--- src/rtl/obstacle_scheduler_pkg.sv ---
// Shared definitions for the obstacle sequencer and the obstacle modules it drives.
// Holds the state encoding, the obstacle select codes and the pixel-clock rate.
package obstacle_scheduler_pkg;

  typedef enum logic [2:0] {
    StIdle   = 3'd0,
    StPick   = 3'd1,
    StLaunch = 3'd2,
    StRun    = 3'd3,
    StGap    = 3'd4,
    StWin    = 3'd5,
    StLose   = 3'd6
  } state_e;

  // Each obstacle module compares `selected` against its own code.
  localparam logic [3:0] SelPillar = 4'd0;
  localparam logic [3:0] SelWall   = 4'd1;
  localparam logic [3:0] SelSpikes = 4'd2;
  localparam logic [3:0] SelSaw    = 4'd3;

  localparam int unsigned CyclesPerSec = 65_000_000;

  function automatic logic [3:0] wrap_code(input int unsigned code, input int unsigned n);
    return 4'(code % n);
  endfunction

endpackage

--- src/rtl/lfsr16.sv ---
// 16-bit Fibonacci LFSR (taps 16,14,13,11) used as the obstacle picker.
module lfsr16
  import obstacle_scheduler_pkg::*;
(
  input  logic        pclk,
  input  logic        rst,
  input  logic [15:0] seed,
  input  logic        advance,
  output logic [15:0] value
);

  logic [15:0] lfsr_q;
  logic        feedback;

  assign feedback = lfsr_q[15] ^ lfsr_q[13] ^ lfsr_q[12] ^ lfsr_q[10];

  always_ff @(posedge pclk) begin
    if (rst) begin
      lfsr_q <= seed;
    end else if (advance) begin
      lfsr_q <= {lfsr_q[14:0], feedback};
    end
  end

  assign value = lfsr_q;

endmodule

--- src/rtl/obstacle_scheduler.sv ---
// Game-level sequencer: picks obstacles, launches them, tracks rounds and lives,
// and ends the game with a win or a loss.
module obstacle_scheduler
  import obstacle_scheduler_pkg::*;
#(
  parameter int unsigned N_OBSTACLES    = 4,
  parameter int unsigned ROUNDS_TO_WIN  = 8,
  parameter int unsigned LIVES          = 3,
  parameter int unsigned GAP_CYCLES     = CyclesPerSec,
  parameter int unsigned LAUNCH_TIMEOUT = 16,
  parameter logic [15:0] LFSR_SEED      = 16'hACE1
) (
  input  logic                   pclk,
  input  logic                   rst,
  input  logic                   play_selected,
  input  logic                   menu_on,
  input  logic [N_OBSTACLES-1:0] obstacle_done,
  input  logic [N_OBSTACLES-1:0] obstacle_working,
  input  logic                   collision,
  output logic [3:0]             selected,
  output logic                   done_control,
  output logic [7:0]             round_count,
  output logic [3:0]             lives,
  output logic                   game_over,
  output logic                   victory,
  output logic                   busy
);

  localparam logic [31:0] TimeoutLast =
      32'((LAUNCH_TIMEOUT == 0) ? 0 : LAUNCH_TIMEOUT - 1);
  localparam logic [31:0] GapLoad = 32'((GAP_CYCLES == 0) ? 0 : GAP_CYCLES - 1);
  localparam logic [7:0]  RoundsWin = 8'(ROUNDS_TO_WIN);
  localparam logic [3:0]  LivesInit = 4'(LIVES);

  state_e      state_q, state_d;
  logic [31:0] timer_q, timer_d;
  logic [3:0]  selected_q, selected_d;
  logic        done_control_q, strobe;
  logic [7:0]  round_count_q, round_count_d, round_next;
  logic [3:0]  lives_q, lives_d;
  logic        game_over_q, victory_q, busy_q;

  logic [15:0] lfsr_value;
  logic        unused_lfsr;
  logic [3:0]  pick_raw, pick;
  logic [15:0] done_ext, working_ext;
  logic        active, hit_state, abort, hit, kill;

  lfsr16 u_lfsr (
    .pclk    (pclk),
    .rst     (rst),
    .seed    (LFSR_SEED),
    .advance (1'b1),
    .value   (lfsr_value)
  );

  assign unused_lfsr = ^lfsr_value[15:4];
  assign done_ext    = 16'(obstacle_done);
  assign working_ext = 16'(obstacle_working);

  // Never repeat the previous obstacle once a game is under way.
  always_comb begin
    pick_raw = wrap_code(32'(lfsr_value[3:0]), N_OBSTACLES);
    pick     = pick_raw;
    if (round_count_q != 8'd0 && pick_raw == selected_q) begin
      pick = wrap_code(32'(pick_raw) + 32'd1, N_OBSTACLES);
    end
  end

  assign round_next = (round_count_q == 8'hFF) ? 8'hFF : round_count_q + 8'd1;

  always_comb begin
    state_d       = state_q;
    timer_d       = timer_q;
    selected_d    = selected_q;
    round_count_d = round_count_q;
    lives_d       = lives_q;
    strobe        = 1'b0;

    active    = state_q inside {StPick, StLaunch, StRun, StGap};
    hit_state = state_q inside {StLaunch, StRun, StGap};
    abort     = active && (menu_on || !play_selected);
    hit       = hit_state && collision && (lives_q != 4'd0);
    kill      = hit && (lives_q == 4'd1);

    if (abort) begin
      state_d = StIdle;
    end else if (hit_state && lives_q == 4'd0) begin
      state_d = StLose;
    end else begin
      if (hit) begin
        lives_d = lives_q - 4'd1;
      end
      // The cycle that spends the last life freezes everything else; LOSE follows.
      if (!kill) begin
        unique case (state_q)
          StIdle: begin
            if (play_selected && !menu_on) state_d = StPick;
          end
          StPick: begin
            state_d = StLaunch;
            strobe  = 1'b1;
            timer_d = '0;
          end
          StLaunch: begin
            if (working_ext[selected_q]) begin
              state_d = StRun;
            end else if (timer_q == TimeoutLast) begin
              strobe  = 1'b1;
              timer_d = '0;
            end else begin
              timer_d = timer_q + 32'd1;
            end
          end
          StRun: begin
            if (done_ext[selected_q]) begin
              round_count_d = round_next;
              state_d       = (round_next == RoundsWin) ? StWin : StGap;
              timer_d       = GapLoad;
            end
          end
          StGap: begin
            if (timer_q == 32'd0) begin
              state_d = StPick;
            end else begin
              timer_d = timer_q - 32'd1;
            end
          end
          StWin, StLose: begin
            if (!play_selected) state_d = StIdle;
          end
          default: state_d = StIdle;
        endcase
      end
    end

    // Selection is registered on entry to PICK so it is stable a cycle before the strobe.
    if (state_d == StPick && state_q != StPick) begin
      selected_d = pick;
    end

    if (state_d == StIdle) begin
      round_count_d = 8'd0;
      lives_d       = LivesInit;
    end
  end

  always_ff @(posedge pclk) begin
    if (rst) begin
      state_q        <= StIdle;
      timer_q        <= '0;
      selected_q     <= 4'd0;
      done_control_q <= 1'b0;
      round_count_q  <= 8'd0;
      lives_q        <= LivesInit;
      game_over_q    <= 1'b0;
      victory_q      <= 1'b0;
      busy_q         <= 1'b0;
    end else begin
      state_q        <= state_d;
      timer_q        <= timer_d;
      selected_q     <= selected_d;
      done_control_q <= strobe;
      round_count_q  <= round_count_d;
      lives_q        <= lives_d;
      game_over_q    <= (state_d == StLose);
      victory_q      <= (state_d == StWin);
      busy_q         <= state_d inside {StPick, StLaunch, StRun, StGap};
    end
  end

  assign selected     = selected_q;
  assign done_control = done_control_q;
  assign round_count  = round_count_q;
  assign lives        = lives_q;
  assign game_over    = game_over_q;
  assign victory      = victory_q;
  assign busy         = busy_q;

endmodule

--- config.mk ---
export PLATFORM = sky130hd
export DESIGN_NAME = obstacle_scheduler
export DESIGN_NICKNAME = d
export VERILOG_FILES = /design/src/rtl/obstacle_scheduler_pkg.sv /design/src/rtl/lfsr16.sv /design/src/rtl/obstacle_scheduler.sv
export SDC_FILE = /design/constraint.sdc
export NUM_CORES = 1
export LEC_CHECK = 0
export BUFFER_PORTS_ARGS = -buffer_cell sky130_fd_sc_hd__buf_4
export CAP_MARGIN = 25
export CORE_MARGIN = 2
export CORE_UTILIZATION = 35
export DETAILED_ROUTE_END_ITERATION = 7
export PLACE_DENSITY = 0.54
export SYNTH_ARGS = -nofsm -noshare
export SYNTH_HDL_FRONTEND = slang
export SYNTH_SLANG_ARGS = --single-unit
--- constraint.sdc ---
create_clock -name pclk -period 3.1 [get_ports pclk]
set_input_delay 0.31 -clock pclk [delete_from_list [all_inputs] [get_ports pclk]]
set_output_delay 0.31 -clock pclk [all_outputs]
set_load 0.02 [all_outputs]
Yosys cells after proc, flatten, opt, wreduce, memory -nomap -nowiden
Cells that the tools add are included.
- word-level logic and storage cells: 93
- output and inout bits: 20
- register bits after elaboration: 71
- equality and inequality tests: 21
- bitwise gates (word level): 6
- reduce and logical (&&, ||, !) cells: 26
- $add $sub $neg: 5
- order comparisons: 1
- muxes and demuxes: 24
- operators by type and width (kind ; number):
    2-to-1 mux 32 bit ; 4
    case mux 32 bit (4 select lines) ; 1
    adder 32 x 1 -> 32 bit (second input constant) ; 1
    equality test 32 x 4 -> 1 bit (second input constant) ; 1
    logical NOT 32 bit ; 1
    subtractor 32 x 1 -> 32 bit (second input constant) ; 1
    2-to-1 mux 3 bit ; 8
    equality test 3 bit (second input constant) ; 6
    case mux 3 bit (6 select lines) ; 1
    equality test 3 x 2 -> 1 bit (second input constant) ; 4
    nonzero test 4 bit ; 3
    adder 8 x 1 -> 8 bit (second input constant) ; 1
    binary-select mux 1 bit (select 4 bit) ; 2
    equality test 8 x 4 -> 1 bit (second input constant) ; 1
    equality test 8 bit (second input constant) ; 1
    logical AND 1 bit ; 8
    2-to-1 mux 8 bit ; 1
    nonzero test 8 bit ; 1
    AND reduction 7 bit ; 1
    equality test 3 x 1 -> 1 bit (second input constant) ; 2
    logical NOT 3 bit ; 2
    < comparator 4 x 5 -> 1 bit (second input constant) ; 1
    2-to-1 mux 1 bit ; 5
    AND reduction 5 bit ; 1
    other kinds (18) ; 25

Logic depth before layout (Yosys ltp)
Gate-level depths: netlist (run 1).
- depth after elaboration: 11
- depth in mapped cells: 10
- mapped depth without buffers: 9

Cells and area by module
A second synthesis (run 1) with hierarchy kept.
- cells, all modules: 627
- area, all modules: 5195.0 um^2
- modules (own cells, without submodules) (module ; cells an instance ; area an instance (um^2) ; sequential area each (um^2) ; times used):
    obstacle_scheduler ; 588 ; 4446.8 ; 1061.0 ; 1
    lfsr16 ; 39 ; 748.2 ; 480.5 ; 1

Worst setup path before layout (run 1)
No wires, ideal clock.
- path type: register to register
- from: register lives_q[0], in the netlist lives[0]
- to: register timer_q[17]
- arrival time: 2552 ps
- path buffers: 1
- path slack: 432 ps
- stages on the path, launching flop included: 11
- cell sequence: dfxtp_1 > inv_1 > ha_1 > a21oi_1 > o21ai_0 > a221o_1 > nor3_1 > or2_1 > buf_2 > o21ai_0 > a22o_1
- longest elaborated chain between the ends: 5
- elaborated cells on any way between the ends: 9
- ends and longest elaborated chain (what ; RTL line ; text):
    start: declaration ; obstacle_scheduler.sv:40 ; logic [3:0] lives_q, lives_d;
    start signal: assignment ; obstacle_scheduler.sv:155 ; lives_q <= LivesInit;
    start signal: assignment ; obstacle_scheduler.sv:165 ; lives_q <= lives_d;
    nonzero test 4 bit ; obstacle_scheduler.sv:83 ; hit = hit_state && collision && (lives_q != 4'd0);
    logical AND 1 bit ; obstacle_scheduler.sv:83 ;
    logical AND 1 bit ; obstacle_scheduler.sv:84 ; kill = hit && (lives_q == 4'd1);
    NOT 1 bit (no line) ; -- ;
    AND reduction 7 bit (no line) * ; -- ;
    end signal: assignment ; obstacle_scheduler.sv:161 ; timer_q <= timer_d;
    end: declaration ; obstacle_scheduler.sv:36 ; logic [31:0] timer_q, timer_d;
Mark *: on every way between the ends. The rest lies on a longest branch, timed or not.
A chain may end at the register's enable or synchronous reset.

Worst setup path in the final report (run 1)
- from: register lives_q[0], in the netlist lives[0]
- to: register timer_q[10]
The elaborated chain is that of the path after synthesis.

==> results.py, run 1 <==
metrics = {
    "global_routing": {
        "grt_pass1_vias": 4483,
        "grt.overflow.total": 0,
        "grt_max_degree": 40,
        "antenna_found_initial": 0,
        "grt_use_total": 0.193,
        "grt_pass1_wl_um": 22500,
    },
    "worst_setup_path": {
        "worstPathBufferInverterCount": 2,
        "crit_path_max_incr_delay_ns": 0.41,
        "crit_family": "compound AO/OA/AOI/OAI gates",
        "critPathLaunchType": "flip-flop",
        "crit_start": "lives[0]",
        "cp-end-kind": "flip-flop",
        "path_class": "flip-flop to flip-flop",
        "arrival_ns": 3.16,
        "slowest_stage": "dfxtp_1",
        "crit_chain": "inv_1 > ha_1 > a21oi_1 > o21ai_0 > a221o_1 > nor3_1 > buf_4 > nand2_2 > o21ai_0 > o2bb2ai_1",
        "crit_fanout": 13,
        "cp_common_cell": "o21ai_0",
        "timing.rr.end": "timer_q[10]",
        "reg2reg_depth": 10,
        "required_ns": 3.37,
        "r2r-start": "lives[0]",
        "regToRegSetupSlack_ns": 0.21,
    },
    "yosys": {
        "yosysTopAreaCellShare": 0.290,
        "yosysWarningCount": 0,
        "ys.flop_type": "dfxtp_1",
        "synth_top_family_by_area": "simple AND/OR/NAND/NOR gates",
        "synth_edf_count": 0,
        "ys_ff_latch": 69,
        "synth_mux_area_frac": 0.0179,
        "synthAdderAreaFrac": 0.0210,
        "async_flop_share": 0,
        "synth_seq_area_share": 0.290,
        "synthCells": 613,
        "synthXorXnorAreaFrac": 0.0460,
        "synthDistinctLibCells": 78,
        "synth.avg_cell_area_sq_um": 7.77,
        "mappedNetlistArea_sq_um": 4760,
        "synth-simple-area-share": 0.311,
        "synth_compound_area_frac": 0.247,
        "yosysTopAreaCell": "dfxtp_1",
        "synth.area.top_cells": "dfxtp_1 29%, nor2_1 4.3%, nand2_1 3.8%",
    },
    "placement": {
        "dp_hpwl_um": 9380,
        "place_area_sq_um": 5130,
        "dp_slack_ns": 0.135,
        "gp_congestion": 0.846,
        "portBuffers": 30,
        "dp_cells": 789,
    },
    "layout": {
        "fillCellCount": 1370,
        "stdcell_count": 805,
        "nets": 645,
        "final_cell_mix": "69 x dfxtp_1, 54 x nor2_1, 52 x buf_4",
        "diodes": 0,
        "fin_area_sq_um": 5450,
        "final_common_cell": "dfxtp_1",
        "area_growth_pct": 14.5,
        "drive_above_1_share": 0.162,
    },
    "outcome": {
        "status": "finished, final reports clean",
    },
    "power": {
        "power_mw": 2.77,
        "max-vdd-ir-drop_mv": 0.259,
        "leakagePower_nw": 1.95,
        "cellPowerDensity_nw_per_um2": 509,
    },
    "floorplanning": {
        "initial_utilization": 0.360,
        "die_h_um": 121,
        "core_sq_um": 13200,
        "io_pins": 33,
        "die-width_um": 121,
        "die-area_sq_um": 14600,
        "rows": 42,
    },
    "routing": {
        "drc": 0,
        "drtIter0Drc": 403,
        "ant_nets": 0,
        "drt_first_pass_iters": 5,
        "routed_wl_um": 13600,
        "vias_per_cell": 5.84,
        "vias": 4698,
        "routedWlPerCell_um": 16.9,
    },
    "worst_hold_path": {
        "hold_depth": 2,
        "min_to": "timer_q[2]",
        "hp-class": "primary input to flip-flop",
        "holdCritStartpoint": "rst",
    },
    "sta": {
        "rsz0062_at_grt": "false",
        "setup_viol": 0,
        "max_freq_mhz": 347,
        "worst_slew_pin_slew_ns": 0.632,
        "finalCritPeriodShare": 0.931,
        "setup_ws_ns": 0.215,
        "finalHoldViolCount": 0,
        "min_period_ns": 2.89,
        "skew_ns": 0.00617,
        "tns_ns": 0,
        "slew_viol_final": 0,
        "slew_headroom": 0.578,
    },
    "clocking": {
        "clock_tree.buffer_depth": 2,
        "worst_skew_pair.late_latency_ns": 0.35,
        "cts_buffers": 9,
        "cts_max_level": 3,
        "cts_root_buf": "clkbuf_16",
        "cts.clk_slew.worst_paths_ns": 0.06,
        "tritoncts": "built",
        "cts_sinks": 69,
    },
    "run": {
        "cap_violations": 0,
    },
}
[per-layer routing]
layer  GRT usage  share of wire  wire length (um)
met1       0.246           0.45              6110
met2       0.317           0.47              6390
met3      0.0420          0.060               815
met5           0              0                 0
met4      0.0756          0.019               252
[report_power, final]
| group | switching (mW) | internal (mW) | total [mW] |
|---|---|---|---|
| registers | 0.0450 | 0.928 | 0.973 |
| logic | 0.409 | 0.270 | 0.679 |
| clock network | 0.422 | 0.700 | 1.12 |
| total | 0.876 | 1.90 | 2.77 |
[cell type report]
class	instances	area (sq um)	area share
tap	176	220	0.0404
clock buffer	9	225	0.0413
inverter	18	67.6	0.0124
timing repair buffer	52	390	0.0716
sequential	69	1380	0.253
multi-input combinational	474	3080	0.564
clock inverter	7	90.1	0.0165
[stage by stage]
| step | utilization | hold WS, ns |
|---|---|---|
| after CTS | 0.411 | 0.363 |
| after global routing | 0.412 | 0.389 |
| after detailed placement | 0.387 | 0.398 |
| final | 0.412 | 0.363 |
| after floorplan | - | 0.389 |
| after global placement | 0.387 | 0.394 |
[synth_stat cells, types with 4 or more instances]
cell type,count
dfxtp_1,69
nor2_1,55
nand2_1,48
a21oi_1,32
o21ai_0,32
clkbuf_1,27
nand3_1,24
nor3_1,21
buf_2,20
inv_1,18
xnor2_1,16
nand2b_1,15
nand4_1,14
nor2b_1,14
a31oi_1,11
nor4_1,10
or2_2,9
xor2_1,9
and3_1,8
ha_1,8
o22ai_1,8
a211oi_1,7
a22o_1,7
o31ai_1,7
a22oi_1,6
and2_1,6
o2bb2ai_1,6
a311oi_1,5
nor4_4,5
o21ai_1,5
or4_1,5
a211o_1,4
a221oi_1,4
mux2i_1,4
nand3b_1,4
o221ai_1,4
[cell families after synthesis]
logic type	after synthesis
AND/OR/NAND/NOR	262
AO/OA/AOI/OAI	171
buffers and inverters	71
flip-flops	69
XOR/XNOR	25
adder cells (fa/ha/maj)	8
multiplexers	6
other	1
[state kept, by name, summed over array words and instances, names as in the netlist]
signal        flops
done_control      1
timer_q          32
game_over         1
victory           1
selected          2
busy              1
round_count       8
lives             4
state_q           3
u_lfsr.value     16
[worst max-delay path by stage]
stage	to	slack, ns	cells after the start
2_1_floorplan	timer_q[17]	0.43	10
3_3_place_gp	timer_q[17]	0.22	9
3_5_place_dp	timer_q[27]	0.13	9
4_1_cts	timer_q[17]	0.13	9
5_1_grt	timer_q[17]	0.04	9
6_report	timer_q[10]	0.21	10
[repair_timing]
item / 4_1_cts / 5_1_grt
endpoints found under the setup margin: 0 / 9
buffers inserted: 0 / 0
resized for setup: 0 / 3
hold buffers: 0 / 0
Note: power is estimated with default switching activity, not from simulation.
==> run 2, diff against run 1 <==
Settings changed: CORE_UTILIZATION 35 to 30, PLACE_DENSITY 0.54 to 0.48.
==> run 2 against run 1 <==
  * Clock skew grew 0.00059 ns
  * Wire length is 4.5% higher
  * First-iteration DRC count shrank 3.2%
  * Global-route usage is 1.8 points lower
  * Worst hold slack gained 0.0073 ns
  * Count of clock-buffer cells in the layout increased by 2
  * Critical endpoint is now timer_q[17]
  * Highest routed layer unchanged
==> results.py, run 2 (synthesis results as in run 1) <==
metrics = {
    "outcome": {
        "status": "finished, final reports clean",
    },
    "worst_setup_path": {
        "r2r-start": "lives[0]",
        "timing.rr.end": "timer_q[17]",
        "required_ns": 3.39,
        "slowest_stage": "nor4b_2",
        "cp_common_cell": "o21ai_0",
        "crit_path_max_incr_delay_ns": 0.42,
        "path_class": "flip-flop to flip-flop",
        "regToRegSetupSlack_ns": 0.32,
        "crit_start": "lives[0]",
        "reg2reg_depth": 9,
        "crit_path_end": "timer_q[17]",
        "cp-end-kind": "flip-flop",
        "crit_fanout": 8,
        "critPathLaunchType": "flip-flop",
        "arrival_ns": 3.07,
        "crit_chain": "inv_1 > ha_1 > a21oi_1 > o21ai_0 > a221o_1 > nor4b_2 > nand2_2 > o21ai_0 > a22o_1",
    },
    "layout": {
        "nets": 646,
        "fillCellCount": 1645,
        "area_growth_pct": 15.5,
        "diodes": 0,
        "final_cell_mix": "69 x dfxtp_1, 55 x nor2_1, 52 x buf_4",
        "top_register": "timer_q",
        "drive_above_1_share": 0.163,
        "final_common_cell": "dfxtp_1",
        "largest_register_ffs": 32,
    },
    "sta": {
        "max_freq_mhz": 360,
        "slew_viol_final": 0,
        "rsz0062_at_grt": "false",
        "tns_ns": 0,
        "skew_ns": 0.00675,
        "finalCritPeriodShare": 0.896,
        "min_period_ns": 2.78,
        "finalHoldViolCount": 0,
        "slew_headroom": 0.385,
        "setup_viol": 0,
        "worst_slew_pin_slew_ns": 0.919,
    },
    "global_routing": {
        "grt_use_total": 0.175,
        "grt_pass1_wl_um": 23500,
        "grt.overflow.total": 0,
        "grt_max_degree": 40,
        "antenna_found_initial": 0,
        "grt_pass1_vias": 4553,
    },
    "clocking": {
        "cts_max_level": 3,
        "tritoncts": "built",
        "cts.repair.resized": 0,
        "clock_tree.buffer_depth": 2,
        "cts_sinks": 69,
        "cts.clk_slew.worst_paths_ns": 0.06,
        "cts_buffers": 9,
        "worst_skew_pair.late_latency_ns": 0.35,
        "post_cts_buffers": 0,
        "cts_hold_buf": 0,
        "cts_root_buf": "clkbuf_16",
    },
    "routing": {
        "ant_nets": 0,
        "vias_per_cell": 5.62,
        "routedWlPerCell_um": 16.8,
        "drc": 0,
        "drt_first_pass_iters": 5,
        "routed_wl_um": 14200,
        "drtIter0Drc": 390,
        "vias": 4753,
    },
    "worst_hold_path": {
        "holdCritStartpoint": "rst",
        "hp-class": "primary input to flip-flop",
    },
    "placement": {
        "dp_hpwl_um": 9760,
        "gp_congestion": 0.819,
        "portBuffers": 30,
    },
    "floorplanning": {
        "rows": 46,
        "die_h_um": 130,
        "core_sq_um": 15700,
        "die-area_sq_um": 16900,
        "initial_utilization": 0.303,
        "io_pins": 33,
        "die-width_um": 130,
    },
    "power": {
        "intPower_mw": 1.78,
        "power_mw": 2.69,
        "power_frac_seq": 0.359,
        "p_sw_uw": 912,
        "cellPowerDensity_nw_per_um2": 490,
        "max-vdd-ir-drop_mv": 0.306,
        "switching_share": 0.339,
        "p_comb_frac": 0.263,
        "pwr-share-clk": 0.378,
        "leakagePower_nw": 1.95,
    },
    "run": {
        "cap_violations": 0,
    },
}
run 2: per-layer routing:
metal,wire length [um],global-route usage,vias to the layer above
met5,0,0,-
met4,479,0.0822,0
met3,838,0.0410,31
met2,6260,0.268,180
met1,6600,0.233,2250
li1,-,-,2292
run 2: stage by stage:
stage                     setup WS, ns  area [sq um]   util  hold WS (ns)  cells
final                            0.322          5500  0.350         0.370    846
after global routing            0.0810          5500  0.350         0.391    846
after CTS                       0.0871          5490  0.349         0.365    846
after detailed placement         0.106          5200  0.331         0.395    830
after global placement           0.199          5200  0.331         0.392    830
after floorplan                  0.432          4760      -         0.389    614
run 2: worst max-delay path, delay by kind of cell, from the launching register on:
kind	cells	cell delay, ns
flops	1	0.40
fa+ha+maj	1	0.28
buf+inv	1	0.09
simple gates	2	0.69
compound gates	5	1.27
run 2: layout make-up:
| class | instances | area [sq um] | share of cell area |
|---|---|---|---|
| clock buffers | 11 | 243 | 0.0442 |
| inverters | 18 | 67.6 | 0.0123 |
| clock inverters | 5 | 42.5 | 0.00774 |
| flip-flops and latches | 69 | 1380 | 0.251 |
| well taps | 216 | 270 | 0.0492 |
| repair buffers | 53 | 410 | 0.0747 |
| multi-input cells | 474 | 3080 | 0.561 |
run 2: how the worst min path moves through the flow:
| stage | end | slack [ns] | cells after the start |
|---|---|---|---|
| 4_1_cts | timer_q[6] | 0.37 | 2 |
| 3_5_place_dp | u_lfsr.value[7] | 0.39 | 1 |
| 6_report | timer_q[6] | 0.37 | 2 |
| 2_1_floorplan | u_lfsr.value[10] | 0.39 | 1 |
| 5_1_grt | timer_q[6] | 0.39 | 2 |
| 3_3_place_gp | u_lfsr.value[15] | 0.39 | 1 |
run 2: power by group through the flow:
stage	clock [mW]	sequential, mW	combinational [mW]
detailed placement	0	0.988	0.699
CTS	1.05	0.969	0.703
floorplan	0	0.994	0.471
finish	1.02	0.968	0.708
global route	1.08	0.976	0.776
global placement	0	0.988	0.695
==> run 3, diff against run 2 <==
Settings changed: CORE_UTILIZATION 30 to 58, PLACE_DENSITY 0.48 to 0.8.
==> run 3 against run 2 <==
  * Global-route usage rose by 12 points
  * Power fell by 9.6%
  * Sequential power fell by 0.6%
  * Count of clock-buffer cells in the layout fell by 2
  * Combinational power fell by 3%
  * Utilization rose by 30 points
  * Die area fell by 47%
  * Worst setup slack got worse by 0.14 ns
==> results.py, run 3 (synthesis results as in run 1) <==
metrics = {
    "worst_setup_path": {
        "worstPathBufferInverterCount": 1,
        "crit_chain": "inv_1 > ha_1 > a21oi_1 > o21ai_0 > a221o_1 > nor4b_2 > nand2_1 > o21ai_0 > a22o_1",
        "crit_start": "lives[0]",
        "crit_path_max_incr_delay_ns": 0.42,
        "critPathLaunchType": "flip-flop",
        "slowest_stage": "dfxtp_1",
        "r2r-start": "lives[0]",
        "arrival_ns": 3.21,
        "cp-end-kind": "flip-flop",
        "crit_family": "compound AO/OA/AOI/OAI gates",
        "reg2reg_depth": 9,
        "path_class": "flip-flop to flip-flop",
        "crit_fanout": 8,
        "regToRegSetupSlack_ns": 0.19,
        "timing.rr.end": "timer_q[12]",
        "cp_common_cell": "o21ai_0",
        "required_ns": 3.40,
    },
    "power": {
        "switching_share": 0.350,
        "cellPowerDensity_nw_per_um2": 464,
        "power_frac_seq": 0.395,
        "leakagePower_nw": 1.90,
        "pwr-share-clk": 0.321,
        "p_sw_uw": 851,
        "power_mw": 2.43,
        "p_comb_frac": 0.283,
        "intPower_mw": 1.58,
        "max-vdd-ir-drop_mv": 0.310,
    },
    "sta": {
        "slew_headroom": 0.377,
        "finalHoldViolCount": 0,
        "worst_slew_pin_slew_ns": 0.931,
        "max_freq_mhz": 343,
        "finalCritPeriodShare": 0.940,
        "skew_ns": 0.00797,
        "fin_hold_ws_ns": 0.348,
        "slew_viol_final": 0,
        "min_period_ns": 2.91,
        "rsz0062_at_grt": "true",
        "setup_viol": 0,
    },
    "worst_hold_path": {
        "min_to": "timer_q[2]",
        "holdCritStartpoint": "rst",
        "hp-class": "primary input to flip-flop",
        "hold_depth": 2,
    },
    "routing": {
        "drt_first_pass_iters": 7,
        "routedWlPerCell_um": 17.6,
        "drtIter0Drc": 432,
        "vias_per_cell": 6.56,
        "vias": 4811,
        "ant_nets": 0,
        "drc": 0,
        "routed_wl_um": 12900,
    },
    "global_routing": {
        "grt_pass1_vias": 4501,
        "grt_use_total": 0.300,
        "grt.overflow.total": 0,
        "grt_max_degree": 40,
        "grt_pass1_wl_um": 21600,
        "antenna_found_initial": 0,
    },
    "clocking": {
        "cts_hold_buf": 0,
        "worst_skew_pair.late_latency_ns": 0.35,
        "cts_max_level": 3,
        "cts_root_buf": "clkbuf_8",
        "clock_tree.buffer_depth": 2,
        "cts.clk_slew.worst_paths_ns": 0.09,
        "cts_sinks": 69,
        "post_cts_buffers": 0,
        "cts_buffers": 9,
        "tritoncts": "built",
    },
    "floorplanning": {
        "die-area_sq_um": 8950,
        "core_sq_um": 8090,
        "initial_utilization": 0.588,
        "die-width_um": 94.6,
        "rows": 33,
        "io_pins": 33,
        "die_h_um": 94.6,
    },
    "layout": {
        "largest_register_ffs": 32,
        "area_growth_pct": 10.1,
        "diodes": 0,
        "final_common_cell": "dfxtp_1",
        "final_cell_mix": "69 x dfxtp_1, 55 x nor2_1, 51 x buf_4",
        "multi_input_area_sq_um": 3070,
        "seqCellArea_sq_um": 1380,
        "fillCellCount": 725,
        "top_register": "timer_q",
        "drive_above_1_share": 0.158,
        "nets": 644,
    },
    "placement": {
        "dp_hpwl_um": 8850,
        "gp_congestion": 0.964,
        "portBuffers": 30,
    },
    "outcome": {
        "status": "finished, final reports clean",
    },
    "run": {
        "cap_violations": 0,
    },
}
run 3: power by group through the flow:
stage / sequential (mW) / clock [mW] / combinational, mW
2_1_floorplan: 0.994 / 0 / 0.471
3_3_place_gp: 0.980 / 0 / 0.659
3_5_place_dp: 0.982 / 0 / 0.671
4_1_cts: 0.962 / 0.789 / 0.676
5_1_grt: 0.968 / 0.832 / 0.744
6_report: 0.962 / 0.782 / 0.689
run 3: stage by stage:
step                      cells  setup WS, ns  utilization  cell area (sq um)  setup TNS [ns]
after floorplan             614         0.432            -               4760               0
after global placement      717         0.272        0.622               5030               0
after detailed placement    717         0.176        0.622               5030               0
after CTS                   733         0.120        0.647               5240               0
after global routing        733       -0.0358        0.647               5240         -0.0358
final                       733         0.187        0.647               5240               0
run 3: how the worst max path moves through the flow:
stage	end	slack (ns)	cells after the start
final	timer_q[12]	0.19	9
after global routing	timer_q[10]	-0.04	9
after floorplan	timer_q[17]	0.43	10
after global placement	timer_q[17]	0.27	9
after CTS	timer_q[12]	0.12	9
after detailed placement	timer_q[12]	0.18	9
run 3: cell type report:
class | instances | share of cell area
clock buffer | 9 | 0.0236
inverter | 18 | 0.0129
timing repair buffer | 51 | 0.0731
clock inverter | 7 | 0.0155
tap | 105 | 0.0251
sequential | 69 | 0.264
multi-input combinational | 474 | 0.586
run 3: layer usage:
layer	wire, um	track usage	part of all wire
met1	5450	0.389	0.42
met2	6190	0.493	0.48
met3	882	0.0407	0.068
met4	377	0.140	0.029
met5	0	0	0
run 3: worst register-to-register path, stage by stage, from the launching register on:
cell and delay (ns):
dfxtp_1 0.42, inv_1 0.09, ha_1 0.29, a21oi_1 0.32, o21ai_0 0.17, a221o_1 0.40, nor4b_2 0.38, nand2_1 0.34
o21ai_0 0.28, a22o_1 0.17
run 3: repair_timing:
item / CTS / global route
endpoints found under the hold margin: 0 / 0
resized for setup: 0 / 1
endpoints found under the setup margin: 0 / 8
